===== src/rtl/hc05_at_pkg.sv =====
// ============================================================================
// Module      : hc05_at_pkg
// Description : Shared types and constants for the HC-05 AT responder:
//               parser/rx state encodings, AT byte constants, response ROM.
// Revision    : 1.0 - initial release
// ============================================================================
`default_nettype none

package hc05_at_pkg;

  typedef enum logic [2:0] {
    P_IDLE    = 3'd0,
    P_T       = 3'd1,
    P_BODY    = 3'd2,
    P_LF      = 3'd3,
    P_DISCARD = 3'd4
  } parser_state_e;

  typedef enum logic [1:0] {
    RX_IDLE  = 2'd0,
    RX_START = 2'd1,
    RX_DATA  = 2'd2,
    RX_STOP  = 2'd3
  } rx_state_e;

  typedef enum logic [1:0] {
    RSP_OK   = 2'd0,
    RSP_ERR  = 2'd1,
    RSP_ECHO = 2'd2
  } rsp_kind_e;

  localparam logic [7:0] CH_A  = 8'h41;
  localparam logic [7:0] CH_T  = 8'h54;
  localparam logic [7:0] CH_CR = 8'h0D;
  localparam logic [7:0] CH_LF = 8'h0A;

  localparam logic [2:0] RSP_OK_LEN  = 3'd4;
  localparam logic [2:0] RSP_ERR_LEN = 3'd7;

  // Response ROM: "OK\r\n" and "ERROR\r\n"
  function automatic logic [7:0] rsp_rom(input logic is_err, input logic [2:0] idx);
    logic [7:0] b;
    b = CH_LF;
    if (is_err) begin
      case (idx)
        3'd0:    b = 8'h45;
        3'd1:    b = 8'h52;
        3'd2:    b = 8'h52;
        3'd3:    b = 8'h4F;
        3'd4:    b = 8'h52;
        3'd5:    b = CH_CR;
        default: b = CH_LF;
      endcase
    end else begin
      case (idx)
        3'd0:    b = 8'h4F;
        3'd1:    b = 8'h4B;
        3'd2:    b = CH_CR;
        default: b = CH_LF;
      endcase
    end
    return b;
  endfunction

endpackage

`default_nettype wire


===== src/rtl/hc05_uart_rx.sv =====
// ============================================================================
// Module      : hc05_uart_rx
// Description : 8N1 bit sampler. Start detected on a falling edge, confirmed
//               at half a bit, data sampled every bit period LSB first, stop
//               sampled at 9.5 bit periods.
// Revision    : 1.0 - initial release
// ============================================================================
`default_nettype none

module hc05_uart_rx
  import hc05_at_pkg::*;
(
  input  logic       clock,
  input  logic       reset,
  input  logic [9:0] cpd,
  input  logic       rx_line,
  output logic [7:0] rx_byte,
  output logic       rx_valid,
  output logic       framing_err
);

  rx_state_e  st_q, st_d;
  logic [9:0] tick_q, tick_d;
  logic [9:0] cpd_q, cpd_d;
  logic [2:0] bit_q, bit_d;
  logic [7:0] sh_q, sh_d;
  logic       prev_q;
  logic       valid_q, valid_d;
  logic       ferr_q, ferr_d;

  // State register; prev_q resets high so an idle-high line is not a start edge
  always_ff @(posedge clock) begin
    if (reset) begin
      st_q    <= RX_IDLE;
      tick_q  <= 10'd0;
      cpd_q   <= 10'd0;
      bit_q   <= 3'd0;
      sh_q    <= 8'h00;
      prev_q  <= 1'b1;
      valid_q <= 1'b0;
      ferr_q  <= 1'b0;
    end else begin
      st_q    <= st_d;
      tick_q  <= tick_d;
      cpd_q   <= cpd_d;
      bit_q   <= bit_d;
      sh_q    <= sh_d;
      prev_q  <= rx_line;
      valid_q <= valid_d;
      ferr_q  <= ferr_d;
    end
  end

  // Next-state: countdown to each sample point, bit period latched at frame start
  always_comb begin
    st_d    = st_q;
    tick_d  = tick_q;
    cpd_d   = cpd_q;
    bit_d   = bit_q;
    sh_d    = sh_q;
    valid_d = 1'b0;
    ferr_d  = 1'b0;
    case (st_q)
      RX_IDLE: begin
        if (prev_q && !rx_line) begin
          st_d   = RX_START;
          cpd_d  = cpd;
          tick_d = (cpd >> 1) - 10'd1;
        end
      end
      RX_START: begin
        if (tick_q != 10'd0) begin
          tick_d = tick_q - 10'd1;
        end else if (rx_line) begin
          st_d = RX_IDLE;
        end else begin
          st_d   = RX_DATA;
          tick_d = cpd_q - 10'd1;
          bit_d  = 3'd0;
        end
      end
      RX_DATA: begin
        if (tick_q != 10'd0) begin
          tick_d = tick_q - 10'd1;
        end else begin
          sh_d   = {rx_line, sh_q[7:1]};
          tick_d = cpd_q - 10'd1;
          if (bit_q == 3'd7) st_d = RX_STOP;
          else               bit_d = bit_q + 3'd1;
        end
      end
      RX_STOP: begin
        if (tick_q != 10'd0) begin
          tick_d = tick_q - 10'd1;
        end else begin
          st_d = RX_IDLE;
          if (rx_line) valid_d = 1'b1;
          else         ferr_d  = 1'b1;
        end
      end
      default: st_d = RX_IDLE;
    endcase
  end

  assign rx_byte     = sh_q;
  assign rx_valid    = valid_q;
  assign framing_err = ferr_q;

endmodule

`default_nettype wire


===== src/rtl/hc05_at_responder.sv =====
// ============================================================================
// Module      : hc05_at_responder
// Description : HC-05 stand-in. Parses "AT...\r\n" commands from rx_line and
//               answers "OK\r\n" / "ERROR\r\n" on tx_line; data mode delivers
//               raw bytes on data_byte/data_valid.
// Options     : HC05_ECHO_EN - echo data-mode bytes on tx_line through a
//               1-deep holding register.
// Revision    : 1.0 - initial release
// ============================================================================
`default_nettype none

module hc05_at_responder #(
  parameter int CMD_MAX = 32,
  parameter int CPD_MIN = 4
) (
  input  logic       clock,
  input  logic       reset,
  input  logic [9:0] cycles_per_databit,
  input  logic       at_mode,
  input  logic       rx_line,
  output logic       tx_line,
  output logic [7:0] data_byte,
  output logic       data_valid,
  output logic       framing_err,
  output logic       overrun,
  output logic       busy,
  output logic [7:0] cmd_count,
  output logic [7:0] err_count
);
  import hc05_at_pkg::*;

  localparam int         LEN_W     = $clog2(CMD_MAX + 1);
  localparam logic [9:0] CPD_FLOOR = 10'(CPD_MIN);

  logic [9:0] cpd;
  logic [7:0] rx_byte;
  logic       rx_valid;

  assign cpd = (cycles_per_databit < CPD_FLOOR) ? CPD_FLOOR : cycles_per_databit;

  hc05_uart_rx u_rx (
    .clock       (clock),
    .reset       (reset),
    .cpd         (cpd),
    .rx_line     (rx_line),
    .rx_byte     (rx_byte),
    .rx_valid    (rx_valid),
    .framing_err (framing_err)
  );

  parser_state_e    pst_q, pst_d;
  logic [LEN_W-1:0] body_len_q, body_len_d;
  logic             busy_q, busy_d;
  logic             tx_line_q, tx_line_d;
  logic [8:0]       tx_sr_q, tx_sr_d;      // remaining data bits + stop
  logic [3:0]       tx_bit_q, tx_bit_d;    // 0 = start, 9 = stop
  logic [9:0]       tx_tick_q, tx_tick_d;
  logic [9:0]       tx_cpd_q, tx_cpd_d;
  rsp_kind_e        rsp_kind_q, rsp_kind_d;
  logic [2:0]       rsp_idx_q, rsp_idx_d;
  logic [7:0]       cmd_count_q, cmd_count_d;
  logic [7:0]       err_count_q, err_count_d;
  logic [7:0]       data_byte_q, data_byte_d;
  logic             data_valid_q, data_valid_d;
  logic             overrun_q, overrun_d;
  logic             load_en;
  logic [7:0]       load_byte;
  logic [2:0]       rsp_last;
`ifdef HC05_ECHO_EN
  logic [7:0]       hold_q, hold_d;
  logic             hold_vld_q, hold_vld_d;
`endif

  assign rsp_last = (rsp_kind_q == RSP_ERR) ? (RSP_ERR_LEN - 3'd1) : (RSP_OK_LEN - 3'd1);

  // State register; reset abandons any frame and idles tx_line
  always_ff @(posedge clock) begin
    if (reset) begin
      pst_q        <= P_IDLE;
      body_len_q   <= '0;
      busy_q       <= 1'b0;
      tx_line_q    <= 1'b1;
      tx_sr_q      <= 9'h1FF;
      tx_bit_q     <= 4'd0;
      tx_tick_q    <= 10'd0;
      tx_cpd_q     <= 10'd0;
      rsp_kind_q   <= RSP_OK;
      rsp_idx_q    <= 3'd0;
      cmd_count_q  <= 8'd0;
      err_count_q  <= 8'd0;
      data_byte_q  <= 8'h00;
      data_valid_q <= 1'b0;
      overrun_q    <= 1'b0;
`ifdef HC05_ECHO_EN
      hold_q       <= 8'h00;
      hold_vld_q   <= 1'b0;
`endif
    end else begin
      pst_q        <= pst_d;
      body_len_q   <= body_len_d;
      busy_q       <= busy_d;
      tx_line_q    <= tx_line_d;
      tx_sr_q      <= tx_sr_d;
      tx_bit_q     <= tx_bit_d;
      tx_tick_q    <= tx_tick_d;
      tx_cpd_q     <= tx_cpd_d;
      rsp_kind_q   <= rsp_kind_d;
      rsp_idx_q    <= rsp_idx_d;
      cmd_count_q  <= cmd_count_d;
      err_count_q  <= err_count_d;
      data_byte_q  <= data_byte_d;
      data_valid_q <= data_valid_d;
      overrun_q    <= overrun_d;
`ifdef HC05_ECHO_EN
      hold_q       <= hold_d;
      hold_vld_q   <= hold_vld_d;
`endif
    end
  end

  // Parser, response sequencer and tx shifter
  always_comb begin
    pst_d        = pst_q;
    body_len_d   = body_len_q;
    busy_d       = busy_q;
    tx_line_d    = tx_line_q;
    tx_sr_d      = tx_sr_q;
    tx_bit_d     = tx_bit_q;
    tx_tick_d    = tx_tick_q;
    tx_cpd_d     = tx_cpd_q;
    rsp_kind_d   = rsp_kind_q;
    rsp_idx_d    = rsp_idx_q;
    cmd_count_d  = cmd_count_q;
    err_count_d  = err_count_q;
    data_byte_d  = data_byte_q;
    data_valid_d = 1'b0;
    overrun_d    = 1'b0;
    load_en      = 1'b0;
    load_byte    = 8'h00;
`ifdef HC05_ECHO_EN
    hold_d       = hold_q;
    hold_vld_d   = hold_vld_q;
`endif

    // Received byte: data delivery, overrun, or one parser step
    if (rx_valid) begin
      if (!at_mode) begin
        data_byte_d  = rx_byte;
        data_valid_d = 1'b1;
`ifdef HC05_ECHO_EN
        if (busy_q) begin
          hold_d     = rx_byte;
          hold_vld_d = 1'b1;
        end else begin
          rsp_kind_d = RSP_ECHO;
          rsp_idx_d  = 3'd0;
          load_en    = 1'b1;
          load_byte  = rx_byte;
        end
`endif
      end else if (busy_q) begin
        overrun_d = 1'b1;
      end else begin
        case (pst_q)
          P_IDLE: begin
            if (rx_byte == CH_A)                           pst_d = P_T;
            else if (rx_byte != CH_CR && rx_byte != CH_LF) pst_d = P_DISCARD;
          end
          P_T: begin
            if (rx_byte == CH_T) begin
              pst_d      = P_BODY;
              body_len_d = '0;
            end else begin
              pst_d = P_DISCARD;
            end
          end
          P_BODY: begin
            if (rx_byte == CH_CR)                    pst_d = P_LF;
            else if (body_len_q == LEN_W'(CMD_MAX))  pst_d = P_DISCARD;
            else                                     body_len_d = body_len_q + 1'b1;
          end
          P_LF: begin
            if (rx_byte == CH_LF) begin
              pst_d      = P_IDLE;
              rsp_kind_d = RSP_OK;
              rsp_idx_d  = 3'd0;
              load_en    = 1'b1;
              load_byte  = rsp_rom(1'b0, 3'd0);
            end else begin
              pst_d = P_DISCARD;
            end
          end
          P_DISCARD: begin
            if (rx_byte == CH_LF) begin
              pst_d      = P_IDLE;
              rsp_kind_d = RSP_ERR;
              rsp_idx_d  = 3'd0;
              load_en    = 1'b1;
              load_byte  = rsp_rom(1'b1, 3'd0);
            end
          end
          default: pst_d = P_IDLE;
        endcase
      end
    end

    // Transmit progress: one bit per period, next ROM byte back-to-back
    if (busy_q) begin
      if (tx_tick_q != 10'd0) begin
        tx_tick_d = tx_tick_q - 10'd1;
      end else if (tx_bit_q == 4'd9) begin
        if (rsp_kind_q != RSP_ECHO && rsp_idx_q != rsp_last) begin
          rsp_idx_d = rsp_idx_q + 3'd1;
          load_en   = 1'b1;
          load_byte = rsp_rom(rsp_kind_q == RSP_ERR, rsp_idx_q + 3'd1);
        end else begin
          busy_d    = 1'b0;
          tx_line_d = 1'b1;
          if (rsp_kind_q == RSP_OK)  cmd_count_d = cmd_count_q + 8'd1;
          if (rsp_kind_q == RSP_ERR) err_count_d = err_count_q + 8'd1;
`ifdef HC05_ECHO_EN
          // A byte parked during this transmission goes out next
          if (hold_vld_d) begin
            hold_vld_d = 1'b0;
            rsp_kind_d = RSP_ECHO;
            load_en    = 1'b1;
            load_byte  = hold_d;
          end
`endif
        end
      end else begin
        tx_line_d = tx_sr_q[0];
        tx_sr_d   = {1'b1, tx_sr_q[8:1]};
        tx_bit_d  = tx_bit_q + 4'd1;
        tx_tick_d = tx_cpd_q - 10'd1;
      end
    end

    // Data mode holds the parser idle, abandoning any partial command
    if (!at_mode) pst_d = P_IDLE;

    // Start a new frame: start bit goes out immediately
    if (load_en) begin
      busy_d    = 1'b1;
      tx_line_d = 1'b0;
      tx_sr_d   = {1'b1, load_byte};
      tx_bit_d  = 4'd0;
      tx_cpd_d  = cpd;
      tx_tick_d = cpd - 10'd1;
    end
  end

  assign tx_line    = tx_line_q;
  assign busy       = busy_q;
  assign data_byte  = data_byte_q;
  assign data_valid = data_valid_q;
  assign overrun    = overrun_q;
  assign cmd_count  = cmd_count_q;
  assign err_count  = err_count_q;

endmodule

`default_nettype wire


===== config.mk =====
export PLATFORM = sky130hd
export DESIGN_NAME = hc05_at_responder
export DESIGN_NICKNAME = d
export VERILOG_FILES = /design/src/rtl/hc05_at_pkg.sv /design/src/rtl/hc05_uart_rx.sv /design/src/rtl/hc05_at_responder.sv
export SDC_FILE = /design/constraint.sdc
export NUM_CORES = 1
export LEC_CHECK = 0
export CORE_ASPECT_RATIO = 1.1
export CORE_UTILIZATION = 50
export CTS_BUF_LIST = sky130_fd_sc_hd__clkbuf_16
export CTS_CLUSTER_SIZE = 20
export DETAILED_ROUTE_END_ITERATION = 8
export PLACE_DENSITY = 0.77
export REMOVE_ABC_BUFFERS = 1
export SKIP_LAST_GASP = 1
export SYNTH_ARGS = -nofsm -noshare
export SYNTH_HDL_FRONTEND = slang
export SYNTH_SLANG_ARGS = --single-unit

===== constraint.sdc =====
create_clock -name clock -period 5.1 [get_ports clock]
set_input_delay 0.765 -clock clock [delete_from_list [all_inputs] [get_ports clock]]
set_output_delay 0.765 -clock clock [all_outputs]
set_load 0.02 [all_outputs]

==> impl_metrics.ini, run 1 <==
[status]
status = complete, no violations

[timing]
slew_headroom = 0.242
post-route-min-period_ps = 3710
slew_viol_final = 0
setup-tns-final_ps = 0
fmax_mhz = 270
worst_slew_pin_slew_ps = 1140
finalClockSkew_ps = 9.95
rsz0062_at_grt = no
finalHoldViolations = 0
setup_violations = 0
period_share = 0.727

[place]
dp_cells = 967
dp_hpwl_um = 10300
place.gp.congestion = 0.887
port_buffers = 42

[clock_network]
clk_pin_slew_ps = 70
numClockSinks = 109
cts_buffers = 9
clock_latency_ps = 360
postCtsHoldBufs = 0
htreeDepth = 3
cts_buffer_depth = 2
post_cts_resized = 0
post_cts_buffers = 0
cts_tree = built
clockRootBuffer = clkbuf_16

[die]
die_h_um = 120
die_w_um = 109
core-area_sq_um = 12200
start_util = 0.520
row_count = 42
ios = 43
fp.dieArea_sq_um = 13100

[critical_path]
crit_arrival_ps = 3930
critPathRequiredTime_ps = 5320
start_kind = register
crit_fanout = 16
cp-end-kind = register
path_class = reg2reg

[synthesis]
synth-edff-count = 0
synth.distinct_cells = 69
avgSynthCellArea_sq_um = 7.76
synth_cells = 816
syn-cell-area_sq_um = 6330
ys_seq_area_frac = 0.344
async_flop_share = 0
synth_top_cell_area_share = 0.344
yosys.area.top_type = dfxtp_1
yosys_warnings = 0
synth.area.top_cells = dfxtp_1 (34%), nand2_1 (6.5%), a21oi_1 (5.5%)
yosys_register_bits = 109
ys.flop_type = dfxtp_1

[power_and_ir_drop]
powerDensity_nw_per_um2 = 296
leakagePower_uw = 0.00257
peakVddDrop_v = 0.000170

[finish]
layout-area-overhead-vs-synth_pct = 11.7
layout.cells.non_filler = 983
num_antenna_cells = 0
final_util = 0.580
fin_nets = 859
drive_gt1_frac = 0.0446

[global_routing]
grt_pass1_vias = 5154
grt_pass1_wl_um = 24800
grt_max_degree = 57
antenna_found_initial = 0
grt_overflow = 0
gr-usage-all-layers = 0.237

[routing]
vias = 5794
firstDrtPassIters = 5
wl_per_cell_um = 14.9
ant_nets = 0
drt-initial-drc-count = 359
via_per_inst = 5.89
finalWirelength_um = 14700
drc = 0

[hold_path]
hp-class = reg2reg

[job]
max_cap_viol_count = 0
==> area by class of cell <==
class,instances,area [sq um]
fill,1120,5110
inverter,20,75.1
multi-input combinational,636,3870
tap,154,193
clock buffer,9,225
timing repair buffer,48,460
sequential,109,2180
clock inverter,7,66.3
==> critical path, stage by stage (launching register included) <==
cell and delay (ps):
dfxtp_1 360, or4_1 720, nor4_4 470, a22o_1 190, buf_4 210, mux2i_1 250, ha_1 260, or3b_2 460
a41oi_1 210, xor2_1 170, nand2_1 70, o211ai_1 100, a21oi_1 80
==> path summary, 6_finish.rpt <==
kind / cells after the start / end / from / slack (ps)
worst min register to register: 2 / data_byte[2] / data_byte[2] / 460
worst max-delay path: 12 / tx_tick_q[4] / tx_tick_q[6] / 1390
worst max register to register: 12 / tx_tick_q[4] / tx_tick_q[6] / 1390
worst min-delay path: 2 / data_byte[2] / data_byte[2] / 460
==> logic make-up (layout without fill, tap and decap cells) <==
kind of cell | after synthesis | after routing | share of synthesized area
xor+xnor | 52 | 52 | 0.0719
buf+inv | 71 | 84 | 0.0438
flops | 109 | 109 | 0.344
simple gates | 364 | 364 | 0.289
mux | 17 | 17 | 0.0271
fa+ha+maj | 21 | 21 | 0.0415
compound gates | 182 | 182 | 0.182
==> registers in the layout (all words and copies together), names as in the netlist, 10 cells and up, named ones only <==
name         cells
tx_tick_q       10
u_rx.tick_q     10
tx_cpd_q        10
u_rx.cpd_q      10
==> metal layers <==
metal | wire length, um | vias up | GRT usage
met3 | 670 | 24 | 0.0429
met1 | 6970 | 2709 | 0.329
met5 | 0 | - | 0
met4 | 280 | 0 | 0.0883
met2 | 6750 | 138 | 0.364
li1 | - | 2923 | -
==> through the flow <==
stage                     setup slack (ps)  power (uW)  cell area (sq um)  hold slack, ps
final                                 1390        2100               7080             456
after detailed placement              1100        1400               6790             448
after floorplan                       1610        1280               6130             426
after CTS                             1410        2100               7080             458
after global placement                1130        1400               6790             442
after global routing                  1240        2210               7080             478
==> placed cells by master, fill, tap and decap left out, types with 9 or more instances in the layout <==
cell type        synthesis  final
nor2_1                  90     90
o21ai_0                 32     32
nand2_1                110    110
nand4_1                 13     13
dfxtp_1                109    109
clkbuf_16                0      9
xor2_1                  28     28
a21oi_1                 69     69
or3_1                   13     13
mux2i_1                 16     16
nor3_1                  22     22
inv_1                   20     21
clkdlybuf4s50_1          0     41
xnor2_1                 24     24
nand3_1                 32     32
and3_1                  12     12
ha_1                    21     21
==> cells in the mapped netlist (all sizes together), types with 5 or more instances <==
| cell type | number |
|---|---|
| nand4 | 13 |
| a211oi | 8 |
| nor4 | 10 |
| or3 | 13 |
| buf | 12 |
| nand2b | 8 |
| a31oi | 7 |
| mux2i | 16 |
| nor4b | 5 |
| xnor2 | 24 |
| clkbuf | 39 |
| o211ai | 7 |
| nor2b | 6 |
| a21o | 5 |
| nand2 | 110 |
| and3 | 12 |
| nand3 | 32 |
| nand3b | 8 |
| inv | 20 |
| nor3 | 23 |
| xor2 | 28 |
| ha | 21 |
| o31ai | 7 |
| nor2 | 91 |
| nor3b | 8 |
| o21ai | 34 |
| a21oi | 69 |
| dfxtp | 109 |
==> power by group <==
part           internal, uW  total (uW)  switching, uW  leakage, uW
Clock                   378         702            323     0.000141
Combinational           181         469            288      0.00155
Sequential              884         925           40.9     0.000882
Total                  1440        2100            652      0.00257
No activity file was read; power rests on OpenSTA's default activity.
==> run 2: changes to the inputs <==
--- a/config.mk
+++ b/config.mk
@@ -10,7 +10,7 @@
 export CTS_BUF_LIST = sky130_fd_sc_hd__clkbuf_16
 export CTS_CLUSTER_SIZE = 20
 export DETAILED_ROUTE_END_ITERATION = 8
-export PLACE_DENSITY = 0.77
+export PLACE_DENSITY = 0.8
 export REMOVE_ABC_BUFFERS = 1
 export SKIP_LAST_GASP = 1
 export SYNTH_ARGS = -nofsm -noshare
==> constraint.sdc (replaced) <==
create_clock -name clock -period 2.99 [get_ports clock]
set_input_delay 0.4485 -clock clock [delete_from_list [all_inputs] [get_ports clock]]
set_output_delay 0.4485 -clock clock [all_outputs]
set_load 0.02 [all_outputs]
==> impl_metrics.ini, run 2 (synthesis results as in run 1) <==
[status]
status = complete, no violations

[place]
place.gp.congestion = 0.911
dp_cells = 1028
dp_slack_ps = -338
port_buffers = 42
dp_hpwl_um = 11100

[clock_network]
cts_tree = built
clockRootBuffer = clkbuf_16
numClockSinks = 109
clock_latency_ps = 360
htreeDepth = 3
cts_buffer_depth = 2
cts_buffers = 9
clk_pin_slew_ps = 70

[global_routing]
grt_overflow = 0
antenna_found_initial = 0
gr-usage-all-layers = 0.254
grt_pass1_vias = 5567
grt_pass1_wl_um = 26600
grt_max_degree = 88

[finish]
fin_nets = 923
num_antenna_cells = 0
layout.cells.most_common_list = nand2_1 (110), dfxtp_1 (108), nor2_1 (89)
final_common_cell = nand2_1
final_util = 0.628
layout-area-overhead-vs-synth_pct = 20.9
fill_cells = 1064
layout.cells.non_filler = 1047
register_area_sq_um = 2180
drive_gt1_frac = 0.124
multi_input_area_sq_um = 3920

[routing]
wl_per_cell_um = 15.2
via_per_inst = 5.83
ant_nets = 0
finalWirelength_um = 15900
firstDrtPassIters = 5
drt-initial-drc-count = 386
drc = 0
vias = 6108

[power_and_ir_drop]
peakVddDrop_v = 0.000313
leakagePower_uw = 0.00293
powerDensity_nw_per_um2 = 493

[timing]
setup_violations = 0
whs_ps = 456
slew_viol_final = 0
rsz0062_at_grt = yes
finalClockSkew_ps = 7.84
slew_headroom = 0.432
fmax_mhz = 339
period_share = 0.986
worst_slew_pin_slew_ps = 852
worst_slack_ps = 41.2
setup-tns-final_ps = 0
post-route-min-period_ps = 2950
finalHoldViolations = 0

[hold_path]
hp-class = reg2reg

[die]
row_count = 42
die_w_um = 109
start_util = 0.520
fp.dieArea_sq_um = 13100
core-area_sq_um = 12200
ios = 43
die_h_um = 120

[critical_path]
cp-end-kind = register
start_kind = register
crit_fanout = 2
path_class = reg2reg
crit_arrival_ps = 3190
critPathRequiredTime_ps = 3230

[job]
max_cap_viol_count = 0
## run 2: path summary, 6_finish.rpt
kind	from	to	slack (ps)	cells past startpoint
max	u_rx.rx_byte[5]	tx_tick_q[4]	40	11
min	data_byte[0]	data_byte[0]	460	2
max reg2reg	u_rx.rx_byte[5]	tx_tick_q[4]	40	11
min reg2reg	data_byte[0]	data_byte[0]	460	2
## run 2: per-layer routing
metal | part of all wire | global-route usage | wire length [um] | up-vias
li1 | - | - | - | 3042
met1 | 0.45 | 0.341 | 7160 | 2857
met2 | 0.47 | 0.404 | 7520 | 170
met3 | 0.044 | 0.0337 | 694 | 39
met4 | 0.034 | 0.111 | 540 | 0
met5 | 0 | 0 | 0 | -
## run 2: cell type report
| class | count | share of cell area |
|---|---|---|
| Tap cell | 154 | 0.0252 |
| Sequential cell | 109 | 0.285 |
| Timing Repair Buffer | 112 | 0.124 |
| Clock inverter | 7 | 0.0149 |
| Multi-Input combinational cell | 636 | 0.511 |
| Clock buffer | 9 | 0.0294 |
| Inverter | 20 | 0.00980 |
## run 2: metrics by stage
step | cell area (sq um) | power [uW]
6_report | 7660 | 3780
5_1_grt | 7660 | 3950
4_1_cts | 7640 | 3790
3_5_place_dp | 7260 | 2430
3_3_place_gp | 7260 | 2420
2_1_floorplan | 6130 | 2180
## run 2: worst max-delay path: stages, from the launching register on
cell	delay [ps]
dfxtp_1	320
or4b_4	550
nor4_4	210
a22o_1	280
mux2i_2	270
ha_2	210
or3b_4	380
a41oi_2	170
xor2_1	160
nand2_1	80
o211ai_1	120
a21oi_1	80
## run 2: power breakdown
| group | leakage [uW] | internal, uW | switching [uW] | total, uW |
|---|---|---|---|---|
| Clock | 0.000159 | 814 | 545 | 1360 |
| Sequential | 0.000882 | 1510 | 70.3 | 1580 |
| Combinational | 0.00189 | 347 | 494 | 841 |
## run 2: what timing repair did
item / in CTS / in global routing
pin swaps: 4 / 0
gates resized for setup: 8 / 4
buffers inserted: 2 / 1
hold buffers: 0 / 0
setup endpoints to repair: 1 / 3
==> patch 1: new RTL, flow settings as in run 2 <==
Encoding of `rsp_kind_e`: now one-hot (3 bits for 3 values).
--- a/src/rtl/hc05_at_pkg.sv
+++ b/src/rtl/hc05_at_pkg.sv
@@ -25,6 +25,6 @@
 
-  typedef enum logic [1:0] {
-    RSP_OK   = 2'd0,
-    RSP_ERR  = 2'd1,
-    RSP_ECHO = 2'd2
+  typedef enum logic [2:0] {
+    RSP_OK   = 3'b001,
+    RSP_ERR  = 3'b010,
+    RSP_ECHO = 3'b100
   } rsp_kind_e;
Formal check against the unedited RTL: same outputs for any inputs over 10 cycles, from zero or initial values and one cycle with reset high; not proved beyond that.
==> patch 1 against run 2 <==
Wire length decreased by 4.7%; largest cell class unchanged; sequential cell count increased by 1; clock power decreased by 15%; cell count decreased by 2.7%; synthesized area decreased by 4.6%; die area decreased by 4.6%; power decreased by 1.9%; cell area decreased by 1.7%; first-iteration DRC count decreased by 28%; the flow now finishes with violations (negative setup slack); setup slack got worse by 0.091 ns.
==> patch 1: results (changes against run 2) <==
DETAILED ROUTING
-----------------------------------------------------------------------------------------------------
Initial drt markers ....................................................................          278   was 386
Routed WL ..............................................................................     15200 um   was 15900 um
Routed wire length per instance ........................................................      14.9 um   was 15.2 um
Total number of vias ...................................................................         5851   was 6108

MIN PATH
-----------------------------------------------------------------------------------------------------
Worst Hold Endpoint .................................................................... data_byte[5]   was data_byte[0]

WORST SETUP PATH
-----------------------------------------------------------------------------------------------------
Crit. Startpoint ....................................................................... cycles_per_databit[3]   was u_rx.rx_byte[5]
Worst flop-to-flop path endpoint ....................................................... tx_tick_q[7]   was tx_tick_q[4]
Worst Reg2Reg Path Length in Cells .....................................................            9   was 11
Critical-path cell with the highest stage delay ........................................        or4_4   was or4b_4
Crit Reg-Reg Startpoint ................................................................ tx_tick_q[7]   was u_rx.rx_byte[5]
Crit path DAT ..........................................................................      3.31 ns   was 3.19 ns

PLACE
-----------------------------------------------------------------------------------------------------
GPL Wtd Cong ...........................................................................        0.941   was 0.911
Setup Slack @ Placement ................................................................    -0.660 ns   was -0.338 ns
HPWL after DPL .........................................................................     10800 um   was 11100 um

GRT
-----------------------------------------------------------------------------------------------------
Overall global routing resource usage ..................................................        0.249   was 0.254
First-pass GRT wire length .............................................................     24900 um   was 26600 um
Number of global-route vias before repair ..............................................         5527   was 5567

FINAL LAYOUT
-----------------------------------------------------------------------------------------------------
Fraction of final layout cells with drive strength greater than 1 ......................        0.163   was 0.124
Area growth from synthesis to layout ...................................................        24.6%   was 20.9%
Total of fill cells in the finished design .............................................          964   was 1064

OUTCOME
-----------------------------------------------------------------------------------------------------
Status ................................................................................. finished, violations left   was completed
Failing checks ......................................................................... negative setup slack

POWER AND IR DROP
-----------------------------------------------------------------------------------------------------
Switching portion of total power .......................................................        0.327   was 0.294
Switching power of the nets ............................................................      1.21 mW   was 1.11 mW

YOSYS
-----------------------------------------------------------------------------------------------------
Dominant cells by area after synthesis ................................................. dfxtp_1, nand2_1, a21oi_1   unchanged
Top cells by count, synth .............................................................. dfxtp_1, nand2_1, nor2_1   was nand2_1, dfxtp_1, nor2_1
Fraction of synthesized area in multiplexers ...........................................       0.0288   was 0.0271
Post-synthesis share of cell area spent on full adders, half adders and majority gates .       0.0435   was 0.0415
Proportion of synthesized chip area in sequential cells ................................        0.365   was 0.344
Synthesized area divided by synthesized cell count .....................................    7.91 um^2   was 7.76 um^2

TIMING
-----------------------------------------------------------------------------------------------------
Transition time of the tightest slew-check pin .........................................     0.706 ns   was 0.852 ns
Setup skew after layout ................................................................   0.00826 ns   was 0.00784 ns
Setup violation total in the final timing report .......................................            3   was 0
Setup TNS Final ........................................................................   -0.0946 ns   was 0 ns
Worst path setup slack after routing ...................................................   -0.0497 ns   was 0.0412 ns

patch 1: cell types whose count changed after synthesis, moves of 7 or more:
cell,change
nand2_1,-11
nand3_1,-9
a211oi_1,+8
inv_1,+7
nand3b_1,-7
nand4_1,-7
nor3b_1,-7
or4_1,+7
patch 1: layout make-up:
type | count | share of cell area
Clock buffer | 9 | 0.0299
Clock inverter | 7 | 0.00731
Inverter | 27 | 0.0135
Multi-Input combinational cell | 588 | 0.490
Sequential cell | 110 | 0.293
Tap cell | 150 | 0.0249
Timing Repair Buffer | 128 | 0.142
patch 1: layer usage:
layer | vias up | GRT usage | routed length [um]
met5 | - | 0 | 0
met4 | 0 | 0.129 | 519
met3 | 43 | 0.0343 | 665
met2 | 174 | 0.452 | 7660
met1 | 2734 | 0.285 | 6310
li1 | 2900 | - | -
patch 1: timing repair:
action,CTS,global route
pin swaps,10,9
gates cloned,0,0
resized for setup,21,12
endpoints found under the setup margin,5,7
hold endpoints to repair,0,0
setup buffers,5,8
==> patch 2: new RTL, settings of run 2 <==
Made on the original files. Build with the macro `HC05_ECHO_EN` defined.
--- a/src/rtl/hc05_at_responder.sv
+++ b/src/rtl/hc05_at_responder.sv
@@ -10,2 +10,4 @@
 `default_nettype none
+
+`define HC05_ECHO_EN
 
Behaviour: same outputs for any inputs over 10 cycles, from zero or initial values and one cycle with reset high; that may be too few to reach the edited logic, so the function may still have changed.
==> patch 2 against run 2 <==
Combinational power is 13% higher; setup slack better by 0.11 ns; cell area is 11% higher; utilization is 1.2 points lower; wire length is 17% higher; fmax is 4.0% higher; largest power group is now the clock network; sequential cell count is 10 higher; power is 24% higher; die area is 11% higher; cell count is 11% higher; via count is 15% higher; synthesized area is 11% higher.
==> patch 2: results (changes against run 2) <==
CLOCKING
--------------------------------------------------------------------------------
Total CTS buffers .................................................           17   was 9
Post-CTS Repair Setup Buffers .....................................            0   was 2
Insertion delay of the later-clocked pin in the worst-skew pair ...      0.43 ns   was 0.36 ns

MIN PATH
--------------------------------------------------------------------------------
Hold/Removal Path Class ...........................................       in2reg   was reg2reg

YOSYS
--------------------------------------------------------------------------------
Synthesized area divided by synthesized cell count ................    7.80 um^2   was 7.76 um^2
Dominant cells by area after synthesis ............................ dfxtp_1, nand2_1, a21oi_1   unchanged
Count of unique library cells instantiated by Yosys ...............           81   was 69
Top cells by count, synth ......................................... nand2_1, dfxtp_1, nor2_1   unchanged
Proportion of synthesized chip area in sequential cells ...........        0.338   was 0.344

DETAILED ROUTING
--------------------------------------------------------------------------------
Routed wire length per instance ...................................      15.9 um   was 15.2 um
Initial drt markers ...............................................          500   was 386
Total number of vias ..............................................         7029   was 6108
Total routed wire length on the met1 layer ........................      7810 um   was 7160 um
Wire length on met2 ...............................................      9170 um   was 7520 um

TIMING
--------------------------------------------------------------------------------
Setup skew after layout ...........................................    0.0108 ns   was 0.00784 ns
Worst slew margin relative to its limit ...........................        0.337   was 0.432

GRT
--------------------------------------------------------------------------------
Global routing met1 resource utilization ..........................        0.310   was 0.341
Met3 Use GR .......................................................       0.0554   was 0.0337
Largest net degree at the start of global routing .................           39   was 88

PLACE
--------------------------------------------------------------------------------
HPWL after DPL ....................................................     13000 um   was 11100 um
GPL Wtd Cong ......................................................        0.961   was 0.911
Setup Slack @ Placement ...........................................    -0.139 ns   was -0.338 ns
Placed cell areas .................................................    7920 um^2   was 7260 um^2

WORST SETUP PATH
--------------------------------------------------------------------------------
Worst flop-to-flop path endpoint .................................. tx_tick_q[2]   was tx_tick_q[4]
Crit. Startpoint ..................................................  tx_bit_q[1]   was u_rx.rx_byte[5]
Delay contributed by the slowest stage of the critical path .......      0.40 ns   was 0.55 ns
Timing endpoint of the critical path .............................. tx_tick_q[2]   was tx_tick_q[4]
Worst Reg2Reg Path Length in Cells ................................           10   was 11
Worst reg2reg setup slack .........................................      0.15 ns   was 0.04 ns

FINAL LAYOUT
--------------------------------------------------------------------------------
Fraction of final layout cells with drive strength greater than 1 .        0.121   was 0.124
Number of nets at the end of the flow .............................         1002   was 923

POWER AND IR DROP
--------------------------------------------------------------------------------
Leakage component of the power ....................................      3.26 nW   was 2.93 nW
Sequential group share of total power .............................        0.371   was 0.418

OUTCOME
--------------------------------------------------------------------------------
Status ............................................................    completed   unchanged

patch 2: cell count changes in the layout (fill, tap and decap cells not counted), moves of 10 or more:
| cell | delta |
|---|---|
| dfxtp_1 | +11 |
| nand3_1 | -18 |
| inv_1 | +11 |
| a21oi_1 | +16 |
| nor2_1 | +11 |
| nand2_1 | +10 |
patch 2: logic make-up (layout without fill, tap and decap cells):
logic type / count (synthesis) / after routing / share of synthesized area
and+or+nand+nor: 381 / 381 / 0.272
AOI/OAI and AO/OA: 230 / 230 / 0.216
DFF: 119 / 119 / 0.338
xor gates and xnor gates: 45 / 45 / 0.0559
buffers and inverters: 88 / 163 / 0.0506
adders and majority gates: 21 / 21 / 0.0373
muxes: 20 / 20 / 0.0307
patch 2: area by class of cell:
class / instances / area [um^2]
tap: 188 / 235
clock inverter: 14 / 144
multi-input combinational: 697 / 4330
inverter: 28 / 105
timing repair buffer: 104 / 883
sequential: 119 / 2380
clock buffer: 17 / 425
fill: 1227 / 5290
